<file path="config.mk">
export PLATFORM = sky130hd
export DESIGN_NAME = register_file
export DESIGN_NICKNAME = d
export VERILOG_FILES = /design/src/rtl/regfile_pkg.sv /design/src/rtl/regfile_read_port.sv /design/src/rtl/register_file.sv
export SDC_FILE = /design/constraint.sdc
export NUM_CORES = 2
export LEC_CHECK = 0
export BUFFER_PORTS_ARGS = -buffer_cell sky130_fd_sc_hd__buf_2
export CORE_MARGIN = 2
export CORE_UTILIZATION = 45
export DETAILED_ROUTE_END_ITERATION = 6
export GPL_TIMING_DRIVEN = 0
export PLACE_DENSITY_LB_ADDON = 0.2
export SLEW_MARGIN = 30
export SYNTH_ARGS = -nofsm -noshare
export SYNTH_HDL_FRONTEND = slang
export SYNTH_SLANG_ARGS = --single-unit
</file>
<file path="constraint.sdc">
create_clock -name clk -period 1.6 [get_ports clk]
set_input_delay 0.16 -clock clk [delete_from_list [all_inputs] [get_ports clk]]
set_output_delay 0.16 -clock clk [all_outputs]
set_load 0.05 [all_outputs]
</file>
<file path="src/rtl/regfile_pkg.sv">
// Shared constants for the decode-stage general-purpose register file.
package regfile_pkg;

  localparam int DATA_W   = 32;
  localparam int ADDR_W   = 5;
  localparam int NUM_REGS = 2 ** ADDR_W;

  // Architectural zero register: writes are dropped, reads return 0.
  localparam logic [4:0] ZERO_REG = 5'd0;

endpackage : regfile_pkg

</file>
<file path="src/rtl/regfile_read_port.sv">
// One combinational read port: a NUM_REGS:1 mux over the storage array.
// Address ZERO_REG is forced to 0 here, so the zero register never depends
// on what the storage happens to hold.
module regfile_read_port #(
  parameter int DATA_W = regfile_pkg::DATA_W,
  parameter int ADDR_W = regfile_pkg::ADDR_W
) (
  input  logic [2**ADDR_W-1:0][DATA_W-1:0] regs,
  input  logic [ADDR_W-1:0]                addr,
  output logic [DATA_W-1:0]                data
);

  import regfile_pkg::*;

  localparam logic [ADDR_W-1:0] ZERO_ADDR = ADDR_W'(ZERO_REG);

  // Select the addressed register, masking the hardwired zero register.
  always_comb begin
    data = '0;
    if (addr != ZERO_ADDR) begin
      data = regs[addr];
    end
  end

endmodule : regfile_read_port

</file>
<file path="src/rtl/register_file.sv">
// MIPS-style register file: 2**ADDR_W x DATA_W storage, two independent
// combinational read ports (rs/rt) and one synchronous write port.
// There is no write-to-read bypass: a read of the register being written
// shows the old value until the writing edge. Forwarding lives upstream.
// No handshake: en_write is a plain qualifier sampled on the rising edge;
// reads have no valid/ready and are always available.
module register_file #(
  parameter int DATA_W = regfile_pkg::DATA_W,
  parameter int ADDR_W = regfile_pkg::ADDR_W
) (
  input  logic              clk,
  input  logic              rst,
  input  logic              en_write,
  input  logic [ADDR_W-1:0] read_add1,
  input  logic [ADDR_W-1:0] read_add2,
  output logic [DATA_W-1:0] read_data1,
  output logic [DATA_W-1:0] read_data2,
  input  logic [ADDR_W-1:0] write_add,
  input  logic [DATA_W-1:0] write_data
);

  import regfile_pkg::*;

  localparam int                NREGS     = 2 ** ADDR_W;
  localparam logic [ADDR_W-1:0] ZERO_ADDR = ADDR_W'(ZERO_REG);

  logic [NREGS-1:0][DATA_W-1:0] regs;
  logic                         write_hit;

  // A write is only accepted for a non-zero destination.
  assign write_hit = en_write && (write_add != ZERO_ADDR);

  // Storage: async clear on rst low, otherwise load the addressed register.
  always_ff @(posedge clk or negedge rst) begin
    if (!rst) begin
      regs <= '0;
    end else if (write_hit) begin
      regs[write_add] <= write_data;
    end
  end

  regfile_read_port #(
    .DATA_W (DATA_W),
    .ADDR_W (ADDR_W)
  ) u_read_port1 (
    .regs (regs),
    .addr (read_add1),
    .data (read_data1)
  );

  regfile_read_port #(
    .DATA_W (DATA_W),
    .ADDR_W (ADDR_W)
  ) u_read_port2 (
    .regs (regs),
    .addr (read_add2),
    .data (read_data2)
  );

endmodule : register_file

</file>
==> results.txt <==
- The flow ran to the end, but the final reports show violations.
- In the final layout, the share of cells above drive strength 1 is 0.5888.
* Clock Pin Slew Worst Setup and Hold Paths: 60 ps
* Avg Cell Area, Syn: 15.18 um2
* Routed Antenna Nets: 0
- Number of remaining DRC errors: 0
- The first TritonRoute pass finished after 5 iterations.
* Count of final max-slew check failures: 0
* Root cell of the clock tree: clkbuf_16
- STA classifies the critical path startpoint as a flop.
- Synth top cells by count: dfrtp_1, mux2_2, mux4_2
- CP endpoint kind: primary output
- Summed over all cells, the static leakage comes to 27.56 nW.
* Max-slew headroom: 0.1800
- Dividing total power by cell area gives a power density of 1243 nW/um2.
* Port-buffer cells: 105
- Maximum capacitance violations: 0
* Setup slack of the critical path after layout: -1184 ps
* Synth async-reset ratio: 1.000
- Starting density of the core: 0.4534
- The detailed router placed 36,750 vias in this run.
- Failing checks: setup timing
- For the pin with the worst max-slew slack, the measured transition is 1230 ps.
- The longest clock path from root to sink contains 3 buffers.
* Count of synthesis-stage warnings from yosys: 0
* Fmax: 359.2 MHz
- The worst setup path is of the flop to primary output kind.
* Via density per instance: 6.599
- Summed over all instances, the cell type with the most area after synthesis is dfrtp_1.
- Overall die area: 123,500 um2
* Post-layout nets: 3,917
* First-iteration detailed-routing DRC count: 4,056
- At the later pin of the worst-skew pair, clock insertion delay measures 710 ps.
* Post-layout minimum cycle time: 2784 ps
- Level count of the clock H-tree: 3
- Dpl cell area: 59,250 um2
* Initial antenna violation count: 8
- Site Rows: 127
- Of the available clock period, the critical path in the final layout requires 1.740.
- Share of the synthesized area in the top cell type: 0.4717
- Total routing usage reported by global routing: 0.3252
- Pin placement for this block handled 114 I/O pins.
- Maximum number of pins on one net before global-route repair: 116
- Number of failing hold endpoints at the final stage: 0
- Die Span X: 351.4 um
* Area inside the core boundary: 119,800 um2
- The number of nets in the synthesized netlist is 3,628.
* Layout overhead on the synthesized area: 20.58%
* Global-route wire length before repair: 281,100 um
- After global routing the overflow that remains totals 0.
- Register-to-register setup slack: 690 ps
- Number of synthesized register bits: 1,024
- The register with the most flip-flops in the layout has 1,024 of them.
- Sequential-to-total area share from yosys stat: 0.4717
- After routing the design area is 65,500 um2.
- Setup repair after global routing could not meet its margin everywhere.
- Instance count of the mapped netlist: 3,578
- Final setup violation count: 486
* Worst-path maximum fanout: 3
* Worst IR drop on VDD: 831.5 uV
- The min-delay analysis places its worst path in the category input port to flop.
- In the synthesized netlist the dominant register cell turns out to be dfrtp_1.
- Synthesis instantiated 35 different standard cells from the library.
- The congestion estimate from routability-driven global placement came to 0.9405.
- By area the synthesized netlist is led by dfrtp_1, mux2_2, mux4_2, mux2i_1, clkbuf_1.
* Critical path data required time: 1440 ps
- Die H: 351.4 um
- Total number of clock tree sinks: 1,024
* Skew final: 0 ps
- Dividing the detail-routed wire length by the instance count gives 35.85 um.
- Number of synthesized flops with an enable pin: 0
- Dpl ws: -1520 ps
* Detailed Place HPWL: 139,400 um
* Regs by FF count: regs x1024
- Buffers inserted during clock tree synthesis total 112.
- TritonCTS clock tree: built
- After synthesis the cells add up to 54,320 um2.
- After detailed routing, the total wire length is 199,700 um.
- Biggest register: regs
- The number of global-route vias before repair is 36,830.
- STA puts the critical path data arrival time at 2620 ps.
[layer usage]
layer / GRT usage / part of all wire / vias to the layer above
met3: 0.07474 / 0.091 / 420
met1: 0.4583 / 0.41 / 20030
met5: 0 / 0.00011 / -
met2: 0.4813 / 0.45 / 1791
li1: - / - / 14510
met4: 0.1471 / 0.048 / 4
[critical path: stages (launching register included)]
cell,delay (ps)
dfrtp_1,390
mux4_2,480
nor2b_2,180
a211oi_4,460
a311oi_4,140
buf_6,250
[layout make-up]
cell class | count | area, um2
antenna | 4 | 10.01
buffer | 421 | 2610
clock buffer | 175 | 3466
clock inverter | 26 | 317.8
fill | 9690 | 54310
inverter | 2 | 7.507
multi-input combinational | 2129 | 29430
sequential | 1024 | 25620
tap | 1612 | 2017
timing repair buffer | 177 | 2021
[metrics by stage]
step                      hold slack (ps)  total power [mW]  setup TNS [ps]  cells  utilization
after global routing                184.5             84.16         -164190   5566       0.5466
after floorplan                    -135.6             47.13          -15440   3578            -
final                               179.5             81.41          -96070   5570       0.5467
after global placement              455.2             52.26               -   5295       0.4916
after CTS                           180.5             81.00         -235260   5552       0.5430
after detailed placement            6.662             52.87         -773450   5307       0.4945
[repair_timing]
action | CTS | global route
endpoints found under the setup margin | 229 | 1073
resized for setup | 366 | 59
endpoints found under the hold margin | 282 | 136
pin swaps | 100 | 46
buffers inserted | 7 | 7
cloned | 2 | 7
hold buffers | 37 | 1
[cell usage in the layout (no fill, tap or decap), types with 13 or more instances in the layout]
cell type,Yosys,layout
dfrtp_1,1024,1024
mux2_2,1024,1015
mux4_2,448,448
clkbuf_1,217,169
mux2i_1,192,165
clkbuf_16,0,125
buf_6,7,107
buf_2,96,93
buf_4,48,64
o21ai_1,25,59
a22oi_2,0,59
clkbuf_2,0,45
buf_1,49,45
clkbuf_8,0,42
nand2_1,46,38
dlygate4sd3_1,0,33
a31oi_4,0,32
a311oi_4,0,32
a211oi_4,0,28
a221oi_1,49,27
nor2b_4,0,23
a221oi_2,0,22
mux2i_4,0,21
a221o_1,32,20
nor2_2,0,15
clkinv_2,0,15
clkbuf_4,0,13
nor2b_1,37,13
[power by group]
part           switching (mW)  internal, mW  leakage [nW]
registers                3.82          30.8          13.1
clock network            11.0          15.9          1.87
logic                    9.21          10.6          12.6
total                    24.1          57.3          27.6
[cells by family after synthesis]
group / after synthesis / share of synthesized area
AO/OA/AOI/OAI: 337 / 0.04579
buffers and inverters: 425 / 0.03729
flip-flops: 1024 / 0.4717
multiplexers: 1664 / 0.4334
AND/OR/NAND/NOR: 128 / 0.01179
[worst paths after layout]
kind                         startpoint             to  depth (start not counted)
min reg2reg                    regs[28]       regs[28]                          1
max                           regs[100]  read_data1[4]                          5
min in group asynchronous           rst      regs[728]                          6
min                        write_add[1]      regs[512]                          4
max reg2reg                   regs[181]      regs[181]                          2
max in group asynchronous           rst      regs[273]                         10
No activity file was read; power rests on OpenSTA's default activity.
